--- config.mk ---
export PLATFORM = sky130hd
export DESIGN_NAME = regfile_write_arbiter
export DESIGN_NICKNAME = d
export VERILOG_FILES = /design/src/rtl/regfile_write_arbiter.sv
export SDC_FILE = /design/constraint.sdc
export NUM_CORES = 1
export LEC_CHECK = 0
export CORE_ASPECT_RATIO = 0.6
export CORE_MARGIN = 4
export CORE_UTILIZATION = 25
export CTS_BUF_LIST = sky130_fd_sc_hd__clkbuf_2 sky130_fd_sc_hd__clkbuf_4 sky130_fd_sc_hd__clkbuf_8
export DETAILED_ROUTE_END_ITERATION = 12
export GPL_TIMING_DRIVEN = 1
export REMOVE_ABC_BUFFERS = 1
export SLEW_MARGIN = 5
export SYNTH_ARGS = -nofsm -noshare
export SYNTH_HDL_FRONTEND = slang
export SYNTH_SLANG_ARGS = --single-unit
--- constraint.sdc ---
create_clock -name iClk -period 3.2 [get_ports iClk]
set_input_delay 0.64 -clock iClk [delete_from_list [all_inputs] [get_ports iClk]]
set_output_delay 0.64 -clock iClk [all_outputs]
set_load 0.02 [all_outputs]
--- src/rtl/regfile_write_arbiter.sv ---
`default_nettype none
// ============================================================================
// regfile_write_arbiter: round-robin arbiter for the register file write port
// (ALU vs load writeback); optional post-reset clear under REGFILE_CLEAR_EN.
// Revision: 1.0
// ============================================================================
module regfile_write_arbiter #(
    parameter int ADDRESS_WIDTH = 5,
    parameter int DATA_WIDTH    = 32
) (
    input  logic                     iClk,
    input  logic                     iRst,
    input  logic                     iAValid,
    input  logic [ADDRESS_WIDTH-1:0] iAAddr,
    input  logic [DATA_WIDTH-1:0]    iAData,
    output logic                     oAReady,
    input  logic                     iBValid,
    input  logic [ADDRESS_WIDTH-1:0] iBAddr,
    input  logic [DATA_WIDTH-1:0]    iBData,
    output logic                     oBReady,
    output logic                     oWriteEn,
    output logic [ADDRESS_WIDTH-1:0] oWriteAddress,
    output logic [DATA_WIDTH-1:0]    oDataIn,
    output logic                     oBusy
);

    logic clearing;
    logic prio_b;     // 1: B wins the next contended cycle
    logic a_zero;
    logic b_zero;
    logic a_comp;
    logic b_comp;
    logic grant_a;
    logic grant_b;

`ifdef REGFILE_CLEAR_EN
    typedef enum logic [0:0] {
        ST_CLEAR = 1'b0,
        ST_RUN   = 1'b1
    } state_t;

    state_t                   state;
    logic [ADDRESS_WIDTH-1:0] clr_cnt;

    assign clearing = (state == ST_CLEAR);
`else
    assign clearing = 1'b0;
`endif

    assign oBusy = clearing;

    assign a_zero = (iAAddr == '0);
    assign b_zero = (iBAddr == '0);
    assign a_comp = !clearing && iAValid && !a_zero;
    assign b_comp = !clearing && iBValid && !b_zero;

    assign grant_a = a_comp && (!b_comp || !prio_b);
    assign grant_b = b_comp && (!a_comp || prio_b);

    // x0 writes are acknowledged outright and never touch the port or priority
    assign oAReady = !clearing && iAValid && (a_zero || grant_a);
    assign oBReady = !clearing && iBValid && (b_zero || grant_b);

    always_ff @(posedge iClk) begin
        if (iRst) begin
            oWriteEn      <= 1'b0;
            oWriteAddress <= '0;
            oDataIn       <= '0;
            prio_b        <= 1'b0;
`ifdef REGFILE_CLEAR_EN
            state         <= ST_CLEAR;
            clr_cnt       <= ADDRESS_WIDTH'(1);
`endif
        end else if (clearing) begin
`ifdef REGFILE_CLEAR_EN
            oWriteEn      <= 1'b1;
            oWriteAddress <= clr_cnt;
            oDataIn       <= '0;
            clr_cnt       <= clr_cnt + ADDRESS_WIDTH'(1);
            if (clr_cnt == {ADDRESS_WIDTH{1'b1}}) begin
                state <= ST_RUN;
            end
`endif
        end else if (grant_a) begin
            oWriteEn      <= 1'b1;
            oWriteAddress <= iAAddr;
            oDataIn       <= iAData;
            prio_b        <= 1'b1;
        end else if (grant_b) begin
            oWriteEn      <= 1'b1;
            oWriteAddress <= iBAddr;
            oDataIn       <= iBData;
            prio_b        <= 1'b0;
        end else begin
            oWriteEn      <= 1'b0;
        end
    end

endmodule
`default_nettype wire

# After elaboration in Yosys (flattened, before gate mapping)
# Index checks and enable logic that the tools add are counted.
# classes
reduce_logical,18
n_mux,8
# ops
cell,n
32-bit two-way mux,2
5-bit logical NOT,2
5-bit two-way mux,2
1-bit logical AND,6
1-bit logical NOT,5
1-bit logical OR,4
1-bit two-way mux,4
2-bit nonzero test,1
# totals
input_bits,78
ff_bits,39
out_inout_bits,41

# Logic depth before layout (Yosys ltp)
# logic_depth
ltp_word,8
ltp_mapped,7

# Worst setup path before layout
# Ideal clock, no wire load.
# synth_path
path_type,input port to output port
startpoint,input iBAddr[0]
endpoint,output oAReady
path_slack_ns,0.416
cell_stages,5
arrival_time_ns,2.144
n_path_buf,2
path_cell_list,or3_4 > o311a_1 > buf_6 > buf_6 > a21boi_0
# synth_via
elab_chain_cells,8
# synth_lines
element,line,source
"start, declared",18,"input logic [ADDRESS_WIDTH-1:0] iBAddr,"
5-bit logical NOT,53,assign b_zero = (iBAddr == '0);
1-bit logical NOT,55,assign b_comp = !clearing && iBValid && !b_zero;
1-bit logical AND,55,
1-bit logical NOT,57,assign grant_a = a_comp && (!b_comp || !prio_b);
1-bit logical OR,57,
1-bit logical AND,57,
1-bit logical OR,61,assign oAReady = !clearing && iAValid && (a_zero || grant_a);
1-bit logical AND,61,
"end, declared",16,"output logic oAReady,"
# Every way passes these cells.

# Worst setup path in the final report
# layout_path
startpoint,input iBAddr[0]
endpoint,output oBReady
# layout_via
elab_chain_cells,6
# layout_lines
element,line,source
5-bit logical NOT (*),53,
1-bit logical NOT,55,
1-bit logical AND,55,
1-bit logical AND,58,assign grant_b = b_comp && (!a_comp || prio_b);
1-bit logical OR (*),62,assign oBReady = !clearing && iBValid && (b_zero || grant_b);
1-bit logical AND (*),62,
"end, declared",20,"output logic oBReady,"
# Every way passes the cells marked *; elsewhere a longest branch is shown, timed or not.

==> qor.yml <==
synth_top_cells_by_count: "39 x dfxtp_1, 37 x a221o_1, 19 x nor4b_2, 13 x nor4b_1, 9 x buf_6"
worstReg2RegStart: "prio_b"
finClkSkew_ns: 0.00593
areaGrowthSynthToFinish_pct: 68.4
fill_cells: 730
cts_hold_buf: 0
fin_area_um2: 3250
worst_r2r_path_depth: 4
grt_usage_pct: 14.0
synth_area_per_cell_um2: 12.3
post-route-min-period_ns: 3.14
die_w_um: 121
start_kind: "input port"
ys_types: 27
timing.fmax_mhz: 318
cts_tree: "yes"
dieArea_um2: 9240
max_cap_violations: 0
avgRoutedWirePerCell_um: 17.5
setup_viol: 0
grt_pass1_vias: 1967
yosysTopAreaCell: "dfxtp_1"
nNetsFinal: 351
endpoint_kind: "output pin"
startpoint: "iBAddr[0]"
post-synth-top-area-fraction_pct: 40.4
wirelength_um: 6610
rr_endpoint: "oWriteAddress[4]"
synth_warnings: 0
clk_pin_slew_worst_paths_ns: 0.08
placed_area_um2: 3160
fin_crit_sh_pct: 98.3
hold_slack_ns: 0.487
via_per_inst: 4.95
drt-pass1-iter-count: 4
min_path_type: "register to register"
tightestPinTransition_ns: 0.613
grt_overflow: 0
slew_headroom_pct: 58.1
dieHeight_um: 76.1
ys_seq_area_share_pct: 40.4
synth_area_um2: 1930
fp-row-count: 24
p_per_area_nw_per_um2: 390
grt_max_degree: 38
gp_congestion: 0.804
root_buffer: "clkbuf_8"
start_util_pct: 26.1
rsz0062_at_grt: "false"
boundaryPins: 119
cts.sinks: 39
status: "completed"
diodes: 0
yosys-top-cells-area: "dfxtp_1 40%, a221o_1 19%, nor4b_2 15%, nor4b_1 5.9%, buf_6 5.2%"
ant_nets: 0
fin_cells: 378
cts_inserted_buffers: 5
ys.flop_type: "dfxtp_1"
irDropWorstVdd_mv: 0.165
static-leakage-power_nw: 1.15
drc_errors: 0
async_flop_share_pct: 0
clock_latency_ns: 0.29
synth_cells: 157
dr_total_vias: 1870
antenna_found_initial: 0
dp.cells: 370
yosys_register_bits: 39
hold_viol_final: 0
reg2reg_setup_slack_ns: 1.54
power_mw: 1.27
portBuffers: 117
drt_iter0_markers: 97
synth_edf_count: 0
clockBufferDepth: 2
min_from: "oDataIn[14]"
arrival_ns: 2.50
htree_levels: 2
drive_above_1_share_pct: 16.8
crit_fanout: 2
synth.most_common_cell: "dfxtp_1"
slew_violations: 0
critical_path.endpoint: "oBReady"
path_class: "input port to output pin"
dpl.hpwl_um: 4650
core-area_um2: 7390
critical_path_required_ns: 2.56
grt_pass1_wl_um: 10600
repair_timing:
item                                    4_1_cts  5_1_grt
resized for setup                             1        0
buffers inserted                              0        0
endpoints found under the setup margin        1        0
registers in the layout (all words and copies together), names as in the netlist:
| signal | count |
|---|---|
| oDataIn | 32 |
| oWriteAddress | 5 |
| oWriteEn | 1 |
| prio_b | 1 |
cells in the final DEF, fill, tap and decap left out, types with 2 or more instances in the layout:
cell type	Yosys	final
clkdlybuf4s50_1	0	115
dfxtp_1	39	39
a221o_1	37	37
nor4b_2	19	19
nor4b_1	13	13
buf_4	2	12
inv_1	6	6
a2111oi_0	5	5
clkbuf_8	0	5
nand2_1	2	2
a21oi_1	2	2
clkbuf_4	0	2
per-layer routing:
metal  global-route usage, %  up-vias  share of wire (%)
met4                    2.24        0               0.32
met1                    19.8      880                 49
met5                       0        -                  0
li1                        -      890                  -
met2                    19.3       96                 39
met3                    6.75        4                 11
critical path, cell delays in order:
cell	delay, ns
clkdlybuf4s50_1	0.42
or3_4	0.39
buf_4	0.15
nor3_1	0.14
o21a_1	0.15
clkdlybuf4s50_1	0.62
cell families after synthesis:
family / after synthesis / share of synthesized area [%]
and+or+nand+nor: 41 / 23.9
DFF: 39 / 40.4
other: 1 / 0.194
AOI/OAI and AO/OA: 50 / 26.2
buffers and inverters: 26 / 9.20
layout make-up:
type,instances,area [µm²],area share [%]
clock buffer,7,83.8,2.58
sequential,39,781,24.0
tap,104,130,4.00
timing repair buffer,129,1250,38.6
clock inverter,1,5.00,0.154
inverter,6,22.5,0.693
multi-input combinational,92,973,29.9
power by group:
part / switching (mW) / leakage [nW] / total, mW / internal (mW)
registers: 0.0227 / 0.323 / 0.550 / 0.527
logic: 0.159 / 0.776 / 0.370 / 0.211
clock network: 0.179 / 0.0491 / 0.349 / 0.170
total: 0.360 / 1.15 / 1.27 / 0.908
how the worst min path moves through the flow:
stage,end,slack (ns),cells after the start
after floorplan,prio_b,0.44,2
after global placement,oDataIn[5],0.47,1
after detailed placement,oDataIn[26],0.47,1
after CTS,oDataIn[14],0.49,1
after global routing,oDataIn[15],0.51,1
final,oDataIn[14],0.49,1
through the flow:
step                util, %  TNS (ns)  worst slack, ns
floorplan                 -         0            0.134
CTS                    44.0         0           0.0499
global route           44.0         0          0.00139
detailed placement     42.8   -0.0483          -0.0483
global placement       42.8   -0.0460          -0.0460
finish                 44.0         0           0.0556
(Power assumes the default switching activity.)
